### config.mk
export PLATFORM = sky130hd
export DESIGN_NAME = moore_run_detector
export DESIGN_NICKNAME = d
export VERILOG_FILES = /design/src/rtl/moore_run_pkg.sv /design/src/rtl/moore_run_chan.sv /design/src/rtl/moore_run_detector.sv
export SDC_FILE = /design/constraint.sdc
export NUM_CORES = 1
export LEC_CHECK = 0
export ABC_AREA = 1
export BUFFER_PORTS_ARGS = -buffer_cell sky130_fd_sc_hd__buf_2
export CORE_MARGIN = 2
export CORE_UTILIZATION = 35
export DETAILED_ROUTE_END_ITERATION = 10
export PLACE_DENSITY = 0.6
export SYNTH_ARGS = -nofsm -noshare
export SYNTH_HDL_FRONTEND = slang
export SYNTH_SLANG_ARGS = --single-unit
### constraint.sdc
create_clock -name clk -period 1.5 [get_ports clk]
set_clock_uncertainty 0.2 [all_clocks]
set_input_delay 0.225 -clock clk [delete_from_list [all_inputs] [get_ports clk]]
set_output_delay 0.225 -clock clk [all_outputs]
set_load 0.02 [all_outputs]
### src/rtl/moore_run_pkg.sv
// Shared types for the per-channel symbol run detector: FSM states, action codes, action width.
package moore_run_pkg;

  localparam int ACT_W = 2;

  typedef enum logic [1:0] {
    IDLE  = 2'd0,
    ARMED = 2'd1,
    DONE  = 2'd2
  } run_state_t;

  typedef enum logic [ACT_W-1:0] {
    HOLD = 2'b00,
    CLR  = 2'b01,
    SET  = 2'b10,
    TGL  = 2'b11
  } run_act_t;

endpackage

### src/rtl/moore_run_chan.sv
// Single-channel idle-run detector; optional saturating fire counter under MOORE_RUN_CNT_EN.
//   state | meaning
//   IDLE  | no code latched since reset
//   ARMED | code latched, counting consecutive valid idle symbols
//   DONE  | action for the latched code executed, waiting for the next code
module moore_run_chan
  import moore_run_pkg::*;
#(
  parameter int SYM_W    = 2,
  parameter int IDLE_RUN = 1,
  parameter logic [ACT_W*(2**SYM_W)-1:0] ACT_MAP = 8'b10_11_01_00
) (
  input  logic             clk,
  input  logic             reset,
  input  logic             in_valid,
  input  logic [SYM_W-1:0] sym,
  output logic             yout,
  output logic             fire,
  output logic [7:0]       fire_cnt
);

  localparam logic [7:0] RUN_LAST = 8'(IDLE_RUN - 1);

  run_state_t       state_q, state_d;
  logic [SYM_W-1:0] code_q, code_d;
  logic [7:0]       cnt_q, cnt_d;
  logic             yout_q, yout_d;
  logic             fire_q, fire_d;
  logic [SYM_W:0]   act_idx;
  run_act_t         act;

  assign act_idx = {code_q, 1'b0};
  assign act     = run_act_t'(ACT_MAP[act_idx +: ACT_W]);

  always_ff @(posedge clk) begin
    if (reset) begin
      state_q <= IDLE;
      code_q  <= '0;
      cnt_q   <= '0;
      yout_q  <= 1'b0;
      fire_q  <= 1'b0;
    end else begin
      state_q <= state_d;
      code_q  <= code_d;
      cnt_q   <= cnt_d;
      yout_q  <= yout_d;
      fire_q  <= fire_d;
    end
  end

  always_comb begin
    state_d = state_q;
    code_d  = code_q;
    cnt_d   = cnt_q;
    yout_d  = yout_q;
    fire_d  = 1'b0;
    if (in_valid) begin
      if (sym != '0) begin
        code_d  = sym;
        cnt_d   = '0;
        state_d = ARMED;
      end else if (state_q == ARMED) begin
        cnt_d = cnt_q + 8'd1;
        if (cnt_q == RUN_LAST) begin
          state_d = DONE;
          fire_d  = 1'b1;
          case (act)
            CLR:     yout_d = 1'b0;
            SET:     yout_d = 1'b1;
            TGL:     yout_d = ~yout_q;
            default: yout_d = yout_q;
          endcase
        end
      end
    end
  end

  assign yout = yout_q;
  assign fire = fire_q;

`ifdef MOORE_RUN_CNT_EN
  logic [7:0] fcnt_q;

  // Counts on the same edge that registers fire, so fire_cnt and fire update together.
  always_ff @(posedge clk) begin
    if (reset) begin
      fcnt_q <= '0;
    end else if (fire_d && (fcnt_q != 8'hFF)) begin
      fcnt_q <= fcnt_q + 8'd1;
    end
  end

  assign fire_cnt = fcnt_q;
`else
  assign fire_cnt = '0;
`endif

endmodule

### src/rtl/moore_run_detector.sv
// NCH independent idle-run detector channels; define MOORE_RUN_CNT_EN for per-channel fire counters.
module moore_run_detector
  import moore_run_pkg::*;
#(
  parameter int NCH      = 1,
  parameter int SYM_W    = 2,
  parameter int IDLE_RUN = 1,
  parameter logic [ACT_W*(2**SYM_W)-1:0] ACT_MAP = 8'b10_11_01_00
) (
  input  logic               clk,
  input  logic               reset,
  input  logic               in_valid,
  input  logic [NCH*SYM_W-1:0] x,
  output logic [NCH-1:0]     yout,
  output logic [NCH-1:0]     fire,
  output logic [NCH*8-1:0]   fire_cnt
);

  for (genvar c = 0; c < NCH; c++) begin : g_chan
    moore_run_chan #(
      .SYM_W    (SYM_W),
      .IDLE_RUN (IDLE_RUN),
      .ACT_MAP  (ACT_MAP)
    ) u_chan (
      .clk      (clk),
      .reset    (reset),
      .in_valid (in_valid),
      .sym      (x[c*SYM_W +: SYM_W]),
      .yout     (yout[c]),
      .fire     (fire[c]),
      .fire_cnt (fire_cnt[c*8 +: 8])
    );
  end

endmodule

## Word-level counts from Yosys, hierarchy flattened

Cells that the tools add are included.
W data, S select, Z words.

| storage, ports and cells | value |
|---|---|
| input bits | 5 |
| bits in registers | 14 |
| logic and storage cells | 32 |
| output and inout bits | 10 |

| operators by class | value |
|---|---|
| bitwise logic cells | 4 |
| reduce and logical (&&, ||, !) cells | 10 |
| shifts and indexed selects | 1 |
| equality and inequality tests | 4 |
| $add $sub $neg | 1 |
| multiplexer cells | 7 |

Operator list:

| cell | number |
|---|---|
| $mux W8 | 2 |
| $add A8 B1 Y8 const B | 1 |
| $logic_not A8 Y1 | 1 |
| $shiftx A8 B4 Y2 const A | 1 |
| $mux W2 | 3 |
| $reduce_bool A2 Y1 | 3 |
| $reduce_and A5 Y1 | 1 |
| $eq A2 B1 Y1 const B | 2 |
| $eq A2 B2 Y1 const B | 2 |
| $not A1 Y1 | 4 |
| $reduce_and A2 Y1 | 2 |
| $reduce_or A4 Y1 | 1 |
| $pmux W1 S3 | 1 |
| $reduce_and A3 Y1 | 1 |
| $reduce_bool A3 Y1 | 1 |
| $mux W1 | 1 |

## Longest topological paths before layout

| logic depth | value |
|---|---|
| depth in word-level cells | 4 |
| depth in mapped cells | 10 |
| depth with buffers taken out | 10 |

## Worst setup path after synthesis

OpenSTA, ideal clock, no wires.

| timing | value |
|---|---|
| path kind | flip-flop to flip-flop |
| start point | register g_chan[0].u_chan.cnt_q[0] |
| end point | register g_chan[0].u_chan.cnt_q[6] |
| period minus slack after synthesis | 1.352 ns |
| library setup time | 0.122 ns |
| buffers on the path | 0 |
| stages on the path, launching flop included | 7 |
| required time | 1.178 ns |
| arrival time | 1.030 ns |
| path slack | 0.148 ns |
| path through | dfxtp_1 -> ha_1 -> nand2_1 -> nor2_1 -> nand2_1 -> o21ai_0 -> a21oi_1 |

| on the way | value |
|---|---|
| word-level cells in the longest chain between the ends | 3 |

RTL lines:

| what | line | text |
|---|---|---|
| from (decl) | moore_run_chan.sv:26 | `logic [7:0] cnt_q, cnt_d;` |
| from (signal assigned) | moore_run_chan.sv:45 | `cnt_q <= cnt_d;` |
| $add A8 B1 Y8 | moore_run_chan.sv:63 | `cnt_d = cnt_q + 8'd1;` |
| $mux W8 | moore_run_chan.sv:62 | `end else if (state_q == ARMED) begin` |
| $mux W8 | moore_run_chan.sv:58 | `if (sym != '0) begin` |

No other way between the ends. The select of a mux whose other input is x is not followed.
A chain may end at the register's enable or synchronous reset.

## Final worst setup path

| timing | value |
|---|---|
| start point | register g_chan[0].u_chan.cnt_q[1] |
| end point | register g_chan[0].u_chan.state_q[0] |

| on the way | value |
|---|---|
| word-level cells in the longest chain between the ends | 3 |

RTL lines:

| what | line | text |
|---|---|---|
| $logic_not A8 Y1 | moore_run_chan.sv:64 | `if (cnt_q == RUN_LAST) begin` |
| $reduce_bool A2 Y1 (no source line) | -- |  |
| $reduce_and A3 Y1 (no source line) | -- |  |
| to (signal assigned) | moore_run_chan.sv:43 | `state_q <= state_d;` |
| to (decl) | moore_run_chan.sv:24 | `run_state_t state_q, state_d;` |

No other way between the ends.

==> impl_results.md <==
* TritonCTS sink count at 14
* Storage cell area at 288 um2
* Final GP Congestion at 0.837
* Ports at 15
* Clock tree buffer depth at 2
* RR Startpoint: g_chan[0].u_chan.cnt_q[1]$_SDFFE_PP0P_
* H-tree lvl count at 1
* Cell Area, Placed at 811 um2
* Worst setup EP type: flip-flop
* Status: finished, final reports clean
* Vias in the first global route at 600
* Worst Path Max Fanout at 4
* Cell with the most instances after synthesis: nand2_1
* Clk slew on worst S/H paths at 0.08 ns
* Combinational share of power at 0.134
* N_diodes at 0
* Iter 0 DRT Violations at 12
* Sw frac at 0.271
* FMAX at 686 MHz
* Yosys Warn Count at 0
* PortBufs at 6
* Fin. Hold Viols at 0
* Critical Path Start: g_chan[0].u_chan.cnt_q[1]$_SDFFE_PP0P_
* Main area contributors after synthesis: dfxtp_1 36%, nand2_1 11%, inv_1 8.3%, buf_4 7.8%, a21oi_1 6.5%
* Fraction of layout cells with a size suffix above 1 at 0.258
* Worst Path Class, Setup: reg2reg
* Syn Inst Count at 113
* Synth async-reset ratio at 0
* Num CTS Buffers at 3
* Initial Util at 0.359
* Register area share after synthesis at 0.363
* Post-synth EDFFs at 0
* VDD IR max at 456 uV
* Tot GR Track Use at 0.124
* Most frequent cells after synthesis: 22 x nand2_1, 17 x inv_1, 14 x dfxtp_1
* Fin crit share at 0.972
* Residual DRC at 0
* Worst Hold Class: in2reg
* Full die area at 2600 um2
* Vias at 688
* Cell Rows at 17
* Clock Latency Late Sink at 0.27 ns
* Cells on worst reg2reg path at 9
* Syn Area/Cell at 6.83 um2
* WL/cell at 9.78 um
* Critical Path End: g_chan[0].u_chan.state_q[0]$_SDFFE_PP0P_
* Synth Register Bits at 14
* Fillers at 232
* Final setup viols at 0
* Routed Antenna Nets at 0
* Die height at 51.0 um
* Area occupied by multi-input gates at 425 um2
* R2r endpoint: g_chan[0].u_chan.state_q[0]$_SDFFE_PP0P_
* Largest net degree at the start of global routing at 8
* Vias/cell at 4.53
* Distinct cells, synth at 21
* # Post-CTS Setup Buffers at 0
* CP startpoint kind: flip-flop
* R2R setup slack at 0.04 ns
* Clk network pwr share at 0.305
* Total Power at 0.000683 W
* Crit path DAT at 1.43 ns
* Initial antenna violation count at 0
* Max-slew violations at 0
* Final HPWL DP at 1140 um
* Pint at 0.000498 W
* Core Area at 2150 um2
* MaxCap Viol Count at 0
* Post-synth top flop: dfxtp_1
* Global route overflow at 0
* PD cells at 755 nW/um2
* Root Buffer: clkbuf_4
* Drt total wl at 1490 um
* Final Critical Period at 1.46 ns
* Chip width at 51.0 um
* P&R area growth vs syn at 17.2%
* Global-route wire length before repair at 2470 um
* Area fraction of the dominant cell type after synthesis at 0.363
* Nets at 133
* Synthesized area at 772 um2
* Seq pwr share at 0.562
* Required time of the critical path at 1.47 ns
* Switching Power at 0.000185 W
* CTS tree: done
* RSZ-0062 raised after global routing: yes
* Final instance area at 905 um2
* DRT Pass-1 Iters at 4
* Most area-hungry cell type in the Yosys netlist: dfxtp_1
* Static leakage at 0.406 nW
-- registers in the layout, summed over array words and instances (netlist names) --
register	count
g_chan.u_chan.code_q	2
g_chan.u_chan.fire	1
g_chan.u_chan.state_q	2
g_chan.u_chan.cnt_q	8
g_chan.u_chan.yout	1
-- power groups by stage --
stage                     logic [W]  clock network, W  registers (W)
final                     0.0000912          0.000208       0.000383
after CTS                 0.0000855          0.000219       0.000386
after floorplan           0.0000769                 0       0.000394
after detailed placement  0.0000811                 0       0.000395
after global routing       0.000102          0.000236       0.000385
after global placement    0.0000806                 0       0.000394
-- placed cells by master, fill, tap and decap left out, types with 3 or more instances in the layout --
| master | count |
|---|---|
| buf_2 | 6 |
| dfxtp_1 | 12 |
| nand3_1 | 4 |
| o21ai_0 | 6 |
| a21oi_1 | 9 |
| nor2_1 | 10 |
| nor2_2 | 3 |
| clkbuf_4 | 3 |
| inv_2 | 3 |
| nand2_1 | 20 |
| nand4_1 | 3 |
| inv_1 | 14 |
| nand2_2 | 4 |
| conb_1 | 8 |
-- critical path, stage by stage, from the launching register on --
cell	delay (ns)
dfxtp_4	0.37
inv_4	0.06
ha_4	0.12
inv_2	0.03
nor2_2	0.10
nand2_2	0.08
nor2_4	0.16
nand2_2	0.08
a21oi_2	0.11
nor2_1	0.04
-- area by class of cell --
type                            instances  share of cell area
Clock buffer                            3              0.0249
Tap cell                               28              0.0387
Inverter                               19              0.0844
Sequential cell                        14               0.318
Multi-Input combinational cell         79               0.470
Timing Repair Buffer                    9              0.0636
-- repair_timing --
item,4_1_cts,5_1_grt
hold buffers,2,0
pin swaps,0,7
setup endpoints to repair,1,4
gates resized for setup,1,18
hold endpoints to repair,3,0
-- metal layers --
layer	global-route usage	part of all wire	up-vias
met5	0	0	-
met3	0.0351	0.040	2
met4	0.0270	0.0081	0
met1	0.156	0.47	309
li1	-	-	363
met2	0.210	0.48	14
-- worst min path at each step --
stage / startpoint / end / depth (start not counted)
finish: x[0] / g_chan[0].u_chan.code_q[0]$_SDFFE_PP0P_ / 3
global route: x[0] / g_chan[0].u_chan.code_q[0]$_SDFFE_PP0P_ / 3
CTS: x[0] / g_chan[0].u_chan.code_q[0]$_SDFFE_PP0P_ / 3
detailed placement: g_chan[0].u_chan.cnt_q[4]$_SDFFE_PP0P_ / g_chan[0].u_chan.cnt_q[4]$_SDFFE_PP0P_ / 2
global placement: g_chan[0].u_chan.cnt_q[4]$_SDFFE_PP0P_ / g_chan[0].u_chan.cnt_q[4]$_SDFFE_PP0P_ / 2
floorplan: reset / g_chan[0].u_chan.cnt_q[1]$_SDFFE_PP0P_ / 1
-- cells by family (layout without fill, tap and decap cells) --
kind of cell	Yosys count	count (layout)	share of synthesized area
simple gates	52	52	0.316
buf+inv	27	31	0.170
compound gates	17	17	0.113
flops	14	14	0.363
fa+ha+maj	2	2	0.0324
other cells	1	8	0.00486
-- stage by stage --
| step | instances | setup WS (ns) | hold WS, ns | utilization | TNS (ns) |
|---|---|---|---|---|---|
| final | 152 | 0.0422 | 0.0292 | 0.421 | 0 |
| after global routing | 152 | -0.0416 | 0.0362 | 0.421 | -0.0883 |
| after CTS | 152 | 0.0256 | 0.0270 | 0.398 | 0 |
| after detailed placement | 147 | -0.00994 | 0.269 | 0.377 | -0.00994 |
| after global placement | 147 | -0.00916 | 0.268 | 0.377 | -0.00916 |
| after floorplan | 120 | 0.148 | 0.0941 | - | 0 |
No activity file was read; power rests on OpenSTA's default activity.
